### config.mk
export PLATFORM = sky130hd
export DESIGN_NAME = bus_rr_arbiter
export DESIGN_NICKNAME = d
export VERILOG_FILES = /design/src/rtl/bus_rr_arbiter.sv
export SDC_FILE = /design/constraint.sdc
export NUM_CORES = 1
export LEC_CHECK = 0
export CAP_MARGIN = 25
export CORE_ASPECT_RATIO = 1.4
export CORE_MARGIN = 2
export CORE_UTILIZATION = 32
export DETAILED_ROUTE_END_ITERATION = 12
export PLACE_DENSITY = 0.85
export SETUP_SLACK_MARGIN = 0.1
export SYNTH_ARGS = -nofsm -noshare
export SYNTH_HDL_FRONTEND = slang
export SYNTH_SLANG_ARGS = --single-unit
### constraint.sdc
create_clock -name clk -period 1.9 [get_ports clk]
set_input_delay 0.285 -clock clk [delete_from_list [all_inputs] [get_ports clk]]
set_output_delay 0.285 -clock clk [all_outputs]
set_load 0.005 [all_outputs]
### src/rtl/bus_rr_arbiter.sv
// Round-robin arbiter sharing one valid/ready sink among NREQ requesters,
// with a per-grant burst limit and one cycle of arbitration in IDLE.
module bus_rr_arbiter #(
    parameter int NREQ      = 4,
    parameter int DW        = 16,
    parameter int MAX_BURST = 4,
    localparam int GW = (NREQ > 1) ? $clog2(NREQ) : 1,
    localparam int BW = $clog2(MAX_BURST + 1)
) (
    input  logic               clk,
    input  logic               rst,
    input  logic [NREQ-1:0]    req_valid,
    input  logic [NREQ*DW-1:0] req_data,
    output logic [NREQ-1:0]    req_ready,
    output logic               m_valid,
    output logic [DW-1:0]      m_data,
    input  logic               m_ready,
    output logic [GW-1:0]      grant_id,
    output logic               busy
);

    typedef enum logic [0:0] {
        IDLE = 1'b0,
        OWN  = 1'b1
    } state_t;

    state_t        state_r, state_nx_s;
    logic [GW-1:0] ptr_r, ptr_nx_s;
    logic [GW-1:0] grant_r, grant_nx_s;
    logic [BW-1:0] beat_cnt_r, beat_cnt_nx_s;
    logic [GW-1:0] pick_s;
    logic [GW-1:0] idx_s;
    logic [GW-1:0] next_ptr_s;
    logic          found_s;
    logic          any_req_s;
    logic          owner_valid_s;
    logic          beat_s;
    logic          last_beat_s;

    assign any_req_s     = |req_valid;
    assign owner_valid_s = req_valid[grant_r];
    assign beat_s        = m_valid & m_ready;
    assign last_beat_s   = (beat_cnt_r == BW'(MAX_BURST - 1));
    assign next_ptr_s    = (grant_r == GW'(NREQ - 1)) ? {GW{1'b0}} : grant_r + GW'(1);
    assign grant_id      = grant_r;
    assign busy          = (state_r == OWN);

    // First valid requester in scan order ptr, ptr+1, ... wrapping at NREQ
    always_comb begin
        pick_s  = ptr_r;
        found_s = 1'b0;
        idx_s   = {GW{1'b0}};
        for (int k = 0; k < NREQ; k++) begin
            idx_s = GW'((int'(ptr_r) + k) % NREQ);
            if (!found_s && req_valid[idx_s]) begin
                pick_s  = idx_s;
                found_s = 1'b1;
            end else begin
                found_s = found_s;
            end
        end
    end

    // Next-state: grant on any request, release on burst limit or owner withdrawal
    always_comb begin
        state_nx_s    = state_r;
        ptr_nx_s      = ptr_r;
        grant_nx_s    = grant_r;
        beat_cnt_nx_s = beat_cnt_r;
        case (state_r)
            IDLE: begin
                if (any_req_s) begin
                    state_nx_s = OWN;
                    grant_nx_s = pick_s;
                end else begin
                    state_nx_s = IDLE;
                end
            end
            OWN: begin
                if (!owner_valid_s || (beat_s && last_beat_s)) begin
                    state_nx_s    = IDLE;
                    ptr_nx_s      = next_ptr_s;
                    beat_cnt_nx_s = {BW{1'b0}};
                end else if (beat_s) begin
                    beat_cnt_nx_s = beat_cnt_r + BW'(1);
                end else begin
                    beat_cnt_nx_s = beat_cnt_r;
                end
            end
            default: begin
                state_nx_s    = IDLE;
                beat_cnt_nx_s = {BW{1'b0}};
            end
        endcase
    end

    // Downstream mux and ready return; all idle outputs are zero so reset clears them at once
    always_comb begin
        m_valid   = 1'b0;
        m_data    = {DW{1'b0}};
        req_ready = {NREQ{1'b0}};
        if (state_r == OWN) begin
            m_valid            = owner_valid_s;
            m_data             = req_data[int'(grant_r)*DW +: DW];
            req_ready[grant_r] = m_ready;
        end else begin
            m_valid = 1'b0;
        end
    end

    // Arbiter state registers
    always_ff @(posedge clk or posedge rst) begin
        if (rst) begin
            state_r    <= IDLE;
            ptr_r      <= {GW{1'b0}};
            grant_r    <= {GW{1'b0}};
            beat_cnt_r <= {BW{1'b0}};
        end else begin
            state_r    <= state_nx_s;
            ptr_r      <= ptr_nx_s;
            grant_r    <= grant_nx_s;
            beat_cnt_r <= beat_cnt_nx_s;
        end
    end

endmodule
# Word-level counts from Yosys, hierarchy flattened
# Cells that the tools add are included.
# W data, S select, Z words.
[totals]
ff_bits = 8
wordCells = 63
[classes]
n_addsub = 5
order_cmp = 6
n_eq_ne = 2
shift = 1
mux = 27
n_bitwise = 3
reduce_logical = 15
[ops]
columns = ["cell", "count"]
rows = [
  ["$shiftx A64 B7 Y16", 1],
  ["$mux W16", 1],
  ["$lt A2 B3 Y1 const B", 5],
  ["$mux W1", 12],
  ["$bmux W1 S2", 5],
  ["$mux W2", 4],
  ["$mux W3", 2],
  ["$reduce_and A2 Y1", 3],
  ["$logic_and A1 B1 Y1", 5],
  ["$add A2 B1 Y2 const B", 2],
  ["$add A2 B2 Y2 const B", 2],
  ["$and A4 B4 Y4", 1],
  ["$logic_not A1 Y1", 4],
  ["$mux W4", 1],
  ["$reduce_or A4 Y1", 1],
  ["$add A3 B1 Y3 const B", 1],
  ["$eq A3 B2 Y1 const B", 1],
  ["$demux W1 S2", 1],
  ["$eq A2 B2 Y1 const B", 1],
  ["$ge A2 B1 Y1 const B", 1],
  ["$pmux W1 S2", 1],
  ["$reduce_bool A2 Y1", 1],
  ["$and A1 B1 Y1", 1],
  ["$logic_or A1 B1 Y1", 1],
  ["$not A1 Y1", 1],
]

# Depth between registers and ports, before layout
# Gate-level depths: netlist of the first run.
[logic_depth]
word_depth = 12
mapped_depth = 5
ltp_nobuf = 5

# Worst setup path after synthesis of the first run
# Ideal clock, no wire load.
[synth_timing]
kind = "register to output"
from = "register grant_r[0] (netlist: grant_id[0])"
to = "output port m_data[10]"
arrival_time_ps = 1389
t_required_ps = 1615
setup_slack_ps = 226
stages_incl_launch_ff = 5
n_path_buf = 2
cell_sequence = "dfrtp_1 -> buf_6 -> buf_12 -> mux4_2 -> and2_1"
[synth_between]
elab_chain_len = 2
[synth_rtl]
columns = ["item", "line_no", "source"]
rows = [
  ["from (decl)", "29", "logic [GW-1:0] grant_r, grant_nx_s;"],
  ["from (signal assigned)", "116", "grant_r <= {GW{1'b0}};"],
  ["from (signal assigned)", "121", "grant_r <= grant_nx_s;"],
  ["$shiftx A64 B7 Y16", "104", "m_data = req_data[int'(grant_r)*DW +: DW];"],
  ["$mux W16", "102", "if (state_r == OWN) begin"],
  ["to (decl)", "16", "output logic [DW-1:0] m_data,"],
]
# No other way between the ends.

# Final worst setup path of the first run
[layout_timing]
from = "register grant_r[0] (netlist: grant_id[0])"
to = "output port m_valid"
[layout_between]
elab_chain_len = 3
[layout_rtl]
columns = ["item", "line_no", "source"]
rows = [
  ["$bmux W1 S2", "41", "assign owner_valid_s = req_valid[grant_r];"],
  ["$mux W1 (implied by the code)", "41", ""],
  ["$mux W1", "102", ""],
  ["to (decl)", "15", "output logic m_valid,"],
]
# No other way between the ends. The select of a mux whose other input is x is not followed.

==> results of run 1 <==
==> cell usage in the layout (no fill, tap or decap), drive strengths merged, types with 2 or more instances in the layout <==
master / instances
dfrtp: 8
o21ai: 2
clkbuf: 5
a21oi: 6
ha: 6
and3: 4
buf: 48
mux4: 17
inv: 10
o41ai: 2
nor2b: 2
o22ai: 3
clkdlybuf4s50: 73
and2: 17
nand2b: 3
mux2i: 2
==> final cells by class <==
class                           count  area, µm²
Timing Repair Buffer              124       1176
Tap cell                           40      50.05
Inverter                           10      37.54
Multi-Input combinational cell     75      844.6
Sequential cell                     8      201.4
Clock buffer                        3      41.29
Fill cell                         252       1027
==> report_power, final <==
group | internal (mW) | switching [mW]
combinational | 1.47 | 0.808
clock | 0.137 | 0.0614
sequential | 0.249 | 0.0737
total | 1.86 | 0.943
==> per-stage QoR <==
stage / instances / cell area, µm² / hold WS, ns / TNS (ns) / worst slack [ns]
2_1_floorplan: 100 / 1131 / 0.1007 / 0 / 0.2258
3_3_place_gp: 241 / 2175 / 0.4686 / -2.390 / -0.1777
3_5_place_dp: 241 / 2175 / 0.4798 / -2.712 / -0.2070
4_1_cts: 261 / 2332 / 0.3153 / -0.4803 / -0.09817
5_1_grt: 260 / 2351 / 0.3436 / -0.8733 / -0.07572
6_report: 260 / 2351 / 0.3107 / -0.09335 / -0.03257
==> final timing paths <==
kind	from	slack, ns	to
hold / removal	rst	0.31	busy
setup reg to reg	grant_id[0]	0.05	ptr_r[1]
min in group clk	beat_cnt_r[0]	0.50	beat_cnt_r[0]
hold reg to reg	beat_cnt_r[0]	0.50	beat_cnt_r[0]
max in group asynchronous	rst	1.34	grant_id[0]
setup / recovery	grant_id[0]	-0.03	m_valid
==> worst max-delay path: stages (launching register included) <==
cell and delay [ns]:
dfrtp_2 0.41, buf_6 0.13, buf_6 0.09, mux4_2 0.51
and2_4 0.18, buf_6 0.11
==> cell families (layout without fill, tap and decap cells) <==
logic type,after synthesis,after routing,synth area share
buffers and inverters,17,137,0.07965
adder cells (fa/ha/maj),6,6,0.06637
AND/OR/NAND/NOR,33,33,0.1814
AO/OA/AOI/OAI,16,16,0.09957
multiplexers,20,20,0.3960
flip-flops,8,8,0.1770
==> sequential cells by signal, summed over array words and instances, names as in the netlist <==
register,count
beat_cnt_r,3
busy,1
grant_id,2
ptr_r,2
==> what timing repair did <==
item,CTS,global route
resized for setup,117,16
pin swaps,9,1
setup buffers,15,1
gates cloned,2,0
endpoints found under the setup margin,22,25
==> routing by layer <==
| metal | wire length (µm) | vias up |
|---|---|---|
| met5 | 0 | - |
| met4 | 28 | 0 |
| met2 | 2339 | 80 |
| met3 | 329 | 4 |
| li1 | - | 619 |
| met1 | 1420 | 627 |
==> key figures, run 1 <==
Timing
  – Post-route worst setup slack: -0.03257 ns
  – Slew Limit Fails: 0
  – Final period demand of the worst path: 1.933 ns
  – Worst clock skew: 0.0008408 ns
  – Final hold vios: 0
  – Max Freq: 517.4 MHz
  – Fin crit share: 1.017
  – Slew margin rel.: 0.7323
  – Worst slew pin tran: 0.3914 ns
  – RSZ-0062 raised after global routing: yes
  – Setup Viol. Count Final: 7

Logic synthesis
  – Fraction of registers with async set/reset: 1.000
  – Post-synth EDFFs: 0
  – Synthesized flop and latch total: 8
  – Top cells by count, synth: and2_1, inv_1, mux4_1
  – Yosys top cell by area: mux4_1
  – Synthesized area per cell: 11.31 µm²
  – Sequential area share after synthesis: 0.1770
  – Top-count cell post-synth: and2_1
  – Post-Synthesis Cells: 100
  – Post-synth design cell area: about 1100 µm²
  – Top_reg_cell synth: dfrtp_1
  – Synth top area share: 0.2091
  – Synth top area cells: mux4_1, dfrtp_1, mux4_2, and2_1, ha_1
  – Library cells used by synthesis: 30
  – Total nets after synthesis: 177
  – Synth Warn #: 0

Global routing
  – Met3 Resource Use GR: 0.02610
  – Global-route usage over all layers: 0.2132
  – Met2 usage: 0.4471
  – Largest net degree at the start of global routing: 30
  – GRT Residual Overflow: 0
  – First-pass GRT wire length: 6320 µm
  – Global Route met1 Usage: 0.2113
  – Number of global-route vias before repair: 1420
  – Grt peak-use layer: met2
  – Initial antenna violation count: 0

Run status
  – Status: complete, but fails checks
  – Failing checks: negative setup slack

Detailed routing
  – DR DRC count: 0
  – Vias: around 1300
  – Routed Antenna Nets: 0
  – Vias per cell: 5.115
  – Routed WL: 4118 µm
  – Drt initial violations: 19
  – Router iterations before antenna repair: 4
  – Routed wire length per instance: 15.84 µm

CTS
  – Clock root cell: clkbuf_8
  – CTS clk-pin slew, worst paths: 0.04 ns
  – CTS H-tree lvls: 1
  – Later-pin clock latency in the skew report: 0.22 ns
  – CTS Hold Bufs: 0
  – CTS tree: done
  – Total CTS buffers: 3
  – Max Root-Sink Buffers: 2
  – Clock sink count: 8

Floorplanning
  – Starting Density: 0.3348
  – Die Y: 74.35 µm
  – Die area: roughly 4000 µm²
  – Std cell rows: 25
  – Core Area: 3378 µm²
  – Num ports: 95
  – Overall die width: 54.25 µm

Placement
  – Port bufs: 94
  – HPWL after DPL: 2966 µm
  – Final GP Congestion: 0.7497

Final layout
  – Share of layout cells above drive strength 1: 0.4045
  – Ant. Diodes: 0
  – Final Util: 0.6959
  – NumNets Final: 299
  – Area growth syn-to-layout: 107.9%

Pwr
  – Pwr Total: 2.803 mW
  – Max IR drop VDD: roughly 0.00079 V
  – Pwr/cell area: between 1000 and 1500 nW/µm²
  – Lkg Pwr: 1.021 nW

Setup path
  – R2R depth: 6
  – Setup crit start kind: flip-flop
  – Worst setup EP type: output port
  – CP arrival: approximately 1.7 ns
  – CP Class: flip-flop to output port
  – Worst Path Max Fanout: 4
  – WP data required: 1.62 ns

Hold path
  – Hold/Removal Path Class: input port to asynchronous set/reset pin

Flow run
  – Max cap viols: 0
Power figures use the tool's default switching activity.
==> run 2: changes to the inputs <==
RECOVER_POWER = 25   (was default)
==> run 2 against run 1 <==
The run still ends with negative setup slack left. Hold slack better by 0.14 ns. Non-clock buffer count stayed put. Largest power group unchanged. Combinational power hardly changed. Fmax stayed put. Sequential power hardly changed. Final cell count stayed put. Critical path type unchanged. Worst setup slack stayed put. Via count stayed put.
==> key figures, run 2 (synthesized netlist as in run 1, its figures left out) <==
Run status
  – Status: complete, but fails checks
  – Failing checks: negative setup slack

Timing
  – Fin crit share: 1.017 (unchanged)
  – Final hold vios: 0 (unchanged)
  – Slew Limit Fails: 0 (unchanged)
  – Post-route worst setup slack: -0.03257 ns (unchanged)
  – Hold_ws: 0.4478 ns (+0.1371 ns)
  – Final period demand of the worst path: 1.933 ns (unchanged)
  – Setup Viol. Count Final: 7 (unchanged)
  – RSZ-0062 raised after global routing: yes
  – Worst slew pin tran: 0.3914 ns (unchanged)
  – Slew margin rel.: 0.7323 (unchanged)
  – Worst clock skew: 0.0008408 ns (unchanged)
  – Max Freq: 517.4 MHz (unchanged)

Final layout
  – Fillers: 252 (unchanged)
  – Most common cell after layout, fill and taps aside: clkdlybuf4s50_1
  – Most frequent cells in the layout: clkdlybuf4s50_1, buf_6, mux4_2, buf_4, and2_4
  – Share of layout cells above drive strength 1: 0.4045 (unchanged)
  – Ant. Diodes: 0 (unchanged)
  – Biggest register: beat_cnt_r
  – NumNets Final: 299 (unchanged)
  – Post-route insts no fill: 260 (unchanged)
  – Design Area, Final: 2351 µm² (unchanged)
  – Area growth syn-to-layout: 107.9% (unchanged)
  – Max reg flops: 3 (unchanged)

Hold path
  – Hold/Removal Path Class: input port to asynchronous set/reset pin

Placement
  – # placed instances: 241 (unchanged)
  – Port bufs: 94 (unchanged)
  – HPWL after DPL: 2966 µm (unchanged)
  – Post-DP Area: 2175 µm² (unchanged)
  – Final GP Congestion: 0.7497 (unchanged)

Setup path
  – R2R setup slack: 0.05 ns (about the same)
  – Setup crit start kind: flip-flop
  – Worst setup EP type: output port
  – Worst Path Max Fanout: 4 (unchanged)
  – CP arrival: 1.65 ns (about the same)
  – CP Class: flip-flop to output port
  – WP data required: 1.62 ns (about the same)

Global routing
  – Global-route usage over all layers: 0.2132 (unchanged)
  – Number of global-route vias before repair: 1420 (unchanged)
  – First-pass GRT wire length: 6320 µm (unchanged)
  – Largest net degree at the start of global routing: 30 (unchanged)
  – Initial antenna violation count: 0 (unchanged)
  – GRT Residual Overflow: 0 (unchanged)

Detailed routing
  – Routed Antenna Nets: 0 (unchanged)
  – Metal3 WL: 329 µm (unchanged)
  – Routed WL: 4118 µm (unchanged)
  – Vias: 1330 (unchanged)
  – DR DRC count: 0 (unchanged)
  – Drt initial violations: 19 (unchanged)
  – Routed wire length per instance: 15.84 µm (unchanged)
  – Highest Signal Layer: met4
  – Metal-1 WL: 1420 µm (unchanged)
  – Met2 Routed Length: 2339 µm (unchanged)
  – Router iterations before antenna repair: 4 (unchanged)
  – Vias per cell: 5.115 (unchanged)

Floorplanning
  – Core Area: 3378 µm² (unchanged)
  – Num ports: 95 (unchanged)
  – Std cell rows: 25 (unchanged)
  – Die area: 4033 µm² (unchanged)
  – Die Y: 74.35 µm (unchanged)
  – Starting Density: 0.3348 (unchanged)
  – Overall die width: 54.25 µm (unchanged)

CTS
  – Total CTS buffers: 3 (unchanged)
  – CTS clk-pin slew, worst paths: 0.04 ns (about the same)
  – CTS tree: done
  – Clock root cell: clkbuf_8
  – Later-pin clock latency in the skew report: 0.22 ns (about the same)
  – Max Root-Sink Buffers: 2 (unchanged)
  – CTS Hold Bufs: 0 (unchanged)
  – CTS H-tree lvls: 1 (unchanged)
  – Clock sink count: 8 (unchanged)

Flow run
  – Max cap viols: 0 (unchanged)

Pwr
  – Lkg Pwr: 1.021 nW (about the same)
  – Pwr/cell area: 1192 nW/µm² (about the same)
  – Max IR drop VDD: 0.0007928 V (-0.15%)
run 2: path summary, 6_finish.rpt:
check / startpoint / end / depth (start not counted)
worst max-delay path: grant_id[0] / m_valid / 5
worst min register to register: beat_cnt_r[0] / beat_cnt_r[0] / 1
worst min-delay path: rst / busy / 2
worst max register to register: grant_id[0] / ptr_r[1] / 6
min in group clk: beat_cnt_r[0] / beat_cnt_r[0] / 1
max in group asynchronous: rst / grant_id[0] / 2
run 2: cell type report:
cell class | instances | area (µm²) | area share
inverters | 10 | 37.54 | 0.01597
well taps | 40 | 50.05 | 0.02129
multi-input cells | 75 | 844.6 | 0.3592
flip-flops and latches | 8 | 201.4 | 0.08568
repair buffers | 124 | 1176 | 0.5003
clock buffers | 3 | 41.29 | 0.01756
run 2: where the power goes:
part | internal (mW) | switching, mW
Combinational | 1.47 | 0.808
Sequential | 0.249 | 0.0737
Clock | 0.137 | 0.0614
run 2: metrics by stage:
step / utilization / power [mW] / worst slack (ns) / TNS (ns)
after floorplan: - / 1.308 / 0.2258 / 0
after global placement: 0.6437 / 2.060 / -0.1777 / -2.390
after detailed placement: 0.6437 / 2.123 / -0.2070 / -2.712
after CTS: 0.6904 / 2.704 / -0.09817 / -0.4803
after global routing: 0.6959 / 3.036 / -0.07572 / -0.8733
final: 0.6959 / 2.803 / -0.03257 / -0.09335
run 2: per-layer routing:
| layer | GRT usage | up-vias |
|---|---|---|
| met5 | 0 | - |
| met4 | 0.03333 | 0 |
| met3 | 0.02610 | 4 |
| met2 | 0.4471 | 80 |
| met1 | 0.2113 | 627 |
| li1 | - | 619 |
run 2: timing repair:
item | CTS | global route
gates cloned | 2 | 0
pin swaps | 9 | 1
hold endpoints to repair | 0 | 0
setup buffers | 15 | 1
resized for setup | 117 | 16
endpoints found under the setup margin | 22 | 25
run 2: worst max-delay path, cell delays in order (launching register included):
cell and delay, ns:
dfrtp_2 0.41, buf_6 0.13, buf_6 0.09, mux4_2 0.51, and2_4 0.18, buf_6 0.11
==> patch 1, RTL diff (flow settings as in run 2) <==
Change the parameter `MAX_BURST` from 4 to 8.
--- a/src/rtl/bus_rr_arbiter.sv
+++ b/src/rtl/bus_rr_arbiter.sv
@@ -3,7 +3,7 @@
 module bus_rr_arbiter #(
     parameter int NREQ      = 4,
     parameter int DW        = 16,
-    parameter int MAX_BURST = 4,
+    parameter int MAX_BURST = 8,
     localparam int GW = (NREQ > 1) ? $clog2(NREQ) : 1,
     localparam int BW = $clog2(MAX_BURST + 1)
 ) (
Function: changed (Yosys sat finds a counterexample within 10 cycles, from zero or initial values and one cycle with rst high).
==> patch 1 against run 2 <==
  * The run still ends with negative setup slack left
  * Setup slack worse by 0.050 ns
  * Die area up 4.7%
  * Sequential cell count increased by 1
  * Clock skew up 0.0058 ns
  * Clock power is 18% higher
  * Combinational power increased by 19%
  * Routed wire length is 19% higher
  * Critical endpoint is now m_data[13]
  * Sequential power grew 15%
  * Area after synthesis up 5.0%
  * Design area up 11%
  * Total power up 18%
==> patch 1: results <==
{
  "fin_tns_setup_ns": -0.764,
  "grt.met2_usage_pct": 41.9,
  "tightest_slew_ns": 0.366,
  "place_ws_ns": -0.184,
  "largest_reg_flops": 4,
  "fin_cells": 270,
  "grt_use_total_pct": 22.4,
  "cts_resized": 121,
  "synthDistinctLibCells": 34,
  "synth_area_um2": 1190,
  "status": "complete, but fails checks",
  "violations": "negative setup slack",
  "gp_congestion": 0.804,
  "vdd_drop_max_mv": 1.02,
  "seq_area_frac_synth_pct": 19.0,
  "vias_per_cell": 5.34,
  "hold_slack_ns": 0.448,
  "cp-endpoint": "m_data[13]",
  "placed_cell_area_um2": 2240,
  "power_leakage_nw": 1.10,
  "drive_above_1_share_pct": 43.0,
  "route.met3.wl_um": 290,
  "setup_viol": 15,
  "grt_pass1_vias": 1500,
  "setup_ws_ns": -0.0828
}
-- patch 1: cell types whose count changed in the layout (fill, tap and decap cells not counted), sizes merged, moves of 3 or more --
cell,run 2,this run
nand2,1,9
nor3,0,3
nand2b,3,0
nor2,1,6
inv,10,7
-- patch 1: critical path, cell delays in order, from the launching register on --
cell	delay (ns)
dfrtp_2	0.43
buf_12	0.13
buf_16	0.12
mux4_2	0.51
and2_4	0.16
buf_6	0.10
-- patch 1: power groups by stage --
stage,sequential (mW),clock [mW],combinational [mW]
finish,0.371,0.233,2.71
global route,0.383,0.242,2.89
CTS,0.369,0.236,2.41
detailed placement,0.354,0,1.98
global placement,0.347,0,1.95
floorplan,0.363,0,1.07
-- patch 1: layout make-up --
cell class	count	area share, %
Inverter	7	1.30
Tap cell	42	2.02
Sequential cell	9	8.69
Clock buffer	4	1.73
Timing Repair Buffer	121	48.6
Multi-Input combinational cell	87	37.7
==> patch 2, RTL diff (config.mk and constraints of run 2) <==
Without the edit above. Make the reset (`rst`) synchronous in one clocked block.
--- a/src/rtl/bus_rr_arbiter.sv
+++ b/src/rtl/bus_rr_arbiter.sv
@@ -109,7 +109,7 @@
     end
 
     // Arbiter state registers
-    always_ff @(posedge clk or posedge rst) begin
+    always_ff @(posedge clk) begin
         if (rst) begin
             state_r    <= IDLE;
             ptr_r      <= {GW{1'b0}};
Check against the original RTL: differs if rst is asserted again (counterexample within 4 cycles, from zero or initial values and one cycle with rst high); with rst held inactive, the same outputs for 10 cycles.
==> patch 2 against run 2 <==
  * Setup slack improved by 0.043 ns
  * Sequential share of layout area is 1.5 points lower
  * Routed wire length rose by 18%
  * Worst hold slack better by 0.031 ns
  * Design area barely moved
  * Die area fell by 7.9%
  * Sequential cell count unchanged
  * Clock skew fell by 0.00071 ns
  * Area after synthesis is 8.4% lower
  * Critical path type unchanged
Power is not compared: it rests on default switching activity, and its combinational part moved more than twofold at a synthesized area within 25%.
==> patch 2: results <==
{
  "fin_cells": 256,
  "crit_fanout": 5,
  "cts_made_buffers": 3,
  "htree_num_levels": 1,
  "cp.arrival_ns": 1.60,
  "use_met3_pct": 7.29,
  "drive_above_1_share_pct": 37.7,
  "synth_fp_nets": 174,
  "top_register": "beat_cnt_r",
  "antenna_found_initial": 2,
  "grt.met2_usage_pct": 51.6,
  "hold_class": "reg2reg",
  "relSlewSlack_pct": 80.4,
  "seq_area_frac_synth_pct": 15.5,
  "drt-wirelength-per-cell_um": 19.0,
  "clk_latency_ns": 0.23,
  "drtIter0Drc": 26,
  "async_flop_share_pct": 0,
  "r2r-start": "grant_id[0]",
  "busiest_layer": "met2",
  "yosys-top-cells-area": "mux4_2 (37%), dfxtp_1 (15%), and2_1 (9.7%)",
  "synthTopCellsByCount": "mux4_2 (17), and2_1 (16), dfxtp_1 (8)",
  "grt_max_degree": 25,
  "vdd_drop_max_mv": 0.463,
  "grt_pass1_wl_mm": 7.00,
  "grt_use_met1_pct": 22.1,
  "grt_pass1_vias": 1410,
  "synthDistinctLibCells": 30,
  "placed_cell_area_um2": 2130,
  "cp-startpoint": "grant_id[0]",
  "hold_start": "beat_cnt_r[2]",
  "status": "finished, final reports clean",
  "fin_skew_ns": 0.000127,
  "grt_use_total_pct": 26.0,
  "place_ws_ns": -0.248,
  "num_vias": 1326,
  "nets": 294,
  "synth_ff_type": "dfxtp_1",
  "synthCells": 97,
  "hold_viol": 0,
  "dpl.cell_count": 238,
  "hpwl_mm": 3.73,
  "gp_congestion": 0.889,
  "power_leakage_nw": 0.967
}
patch 2: final timing paths:
| path | depth (start not counted) | endpoint | slack (ns) |
|---|---|---|---|
| setup / recovery | 5 | m_valid | 0.01 |
| hold reg to reg | 1 | beat_cnt_r[2] | 0.48 |
| hold / removal | 1 | beat_cnt_r[2] | 0.48 |
| setup reg to reg | 7 | beat_cnt_r[0] | 0.06 |
patch 2: cell type report:
cell class / instances / area (um2)
antenna: 2 / 5.00
fill: 201 / 743
tap: 39 / 48.8
timing repair buffer: 123 / 1240
sequential: 8 / 165
clock buffer: 3 / 41.3
inverter: 5 / 18.8
multi-input combinational: 76 / 833
patch 2: metal layers:
| metal | routed length [um] | up-vias | part of all wire (%) |
|---|---|---|---|
| li1 | - | 609 | - |
| met1 | 1570 | 635 | 32 |
| met2 | 2650 | 70 | 54 |
| met3 | 452 | 12 | 9.3 |
| met4 | 185 | 0 | 3.8 |
| met5 | 0 | - | 0 |
patch 2: report_power, final:
group          leakage, nW  total (mW)  switching, mW  internal, mW
Clock               0.0216       0.201         0.0638         0.137
Sequential          0.0665       0.194         0.0144         0.179
Combinational        0.879       0.554          0.165         0.389
patch 2: logic make-up after synthesis:
kind of cell / after synthesis / synth area share, %
compound gates: 13 / 9.78
fa+ha+maj: 6 / 7.25
buf+inv: 13 / 6.64
flops: 8 / 15.5
mux: 20 / 40.0
simple gates: 37 / 20.9
patch 2: critical path: stages (launching register included):
cell	delay, ns
dfxtp_4	0.38
buf_4	0.14
buf_12	0.09
mux4_2	0.51
and2_4	0.16
buf_6	0.10
patch 2: what timing repair did:
item,CTS,global route
hold buffers,0,0
setup endpoints to repair,22,18
setup buffers,11,2
resized for setup,102,7
pin swaps,15,3
cloned,0,0
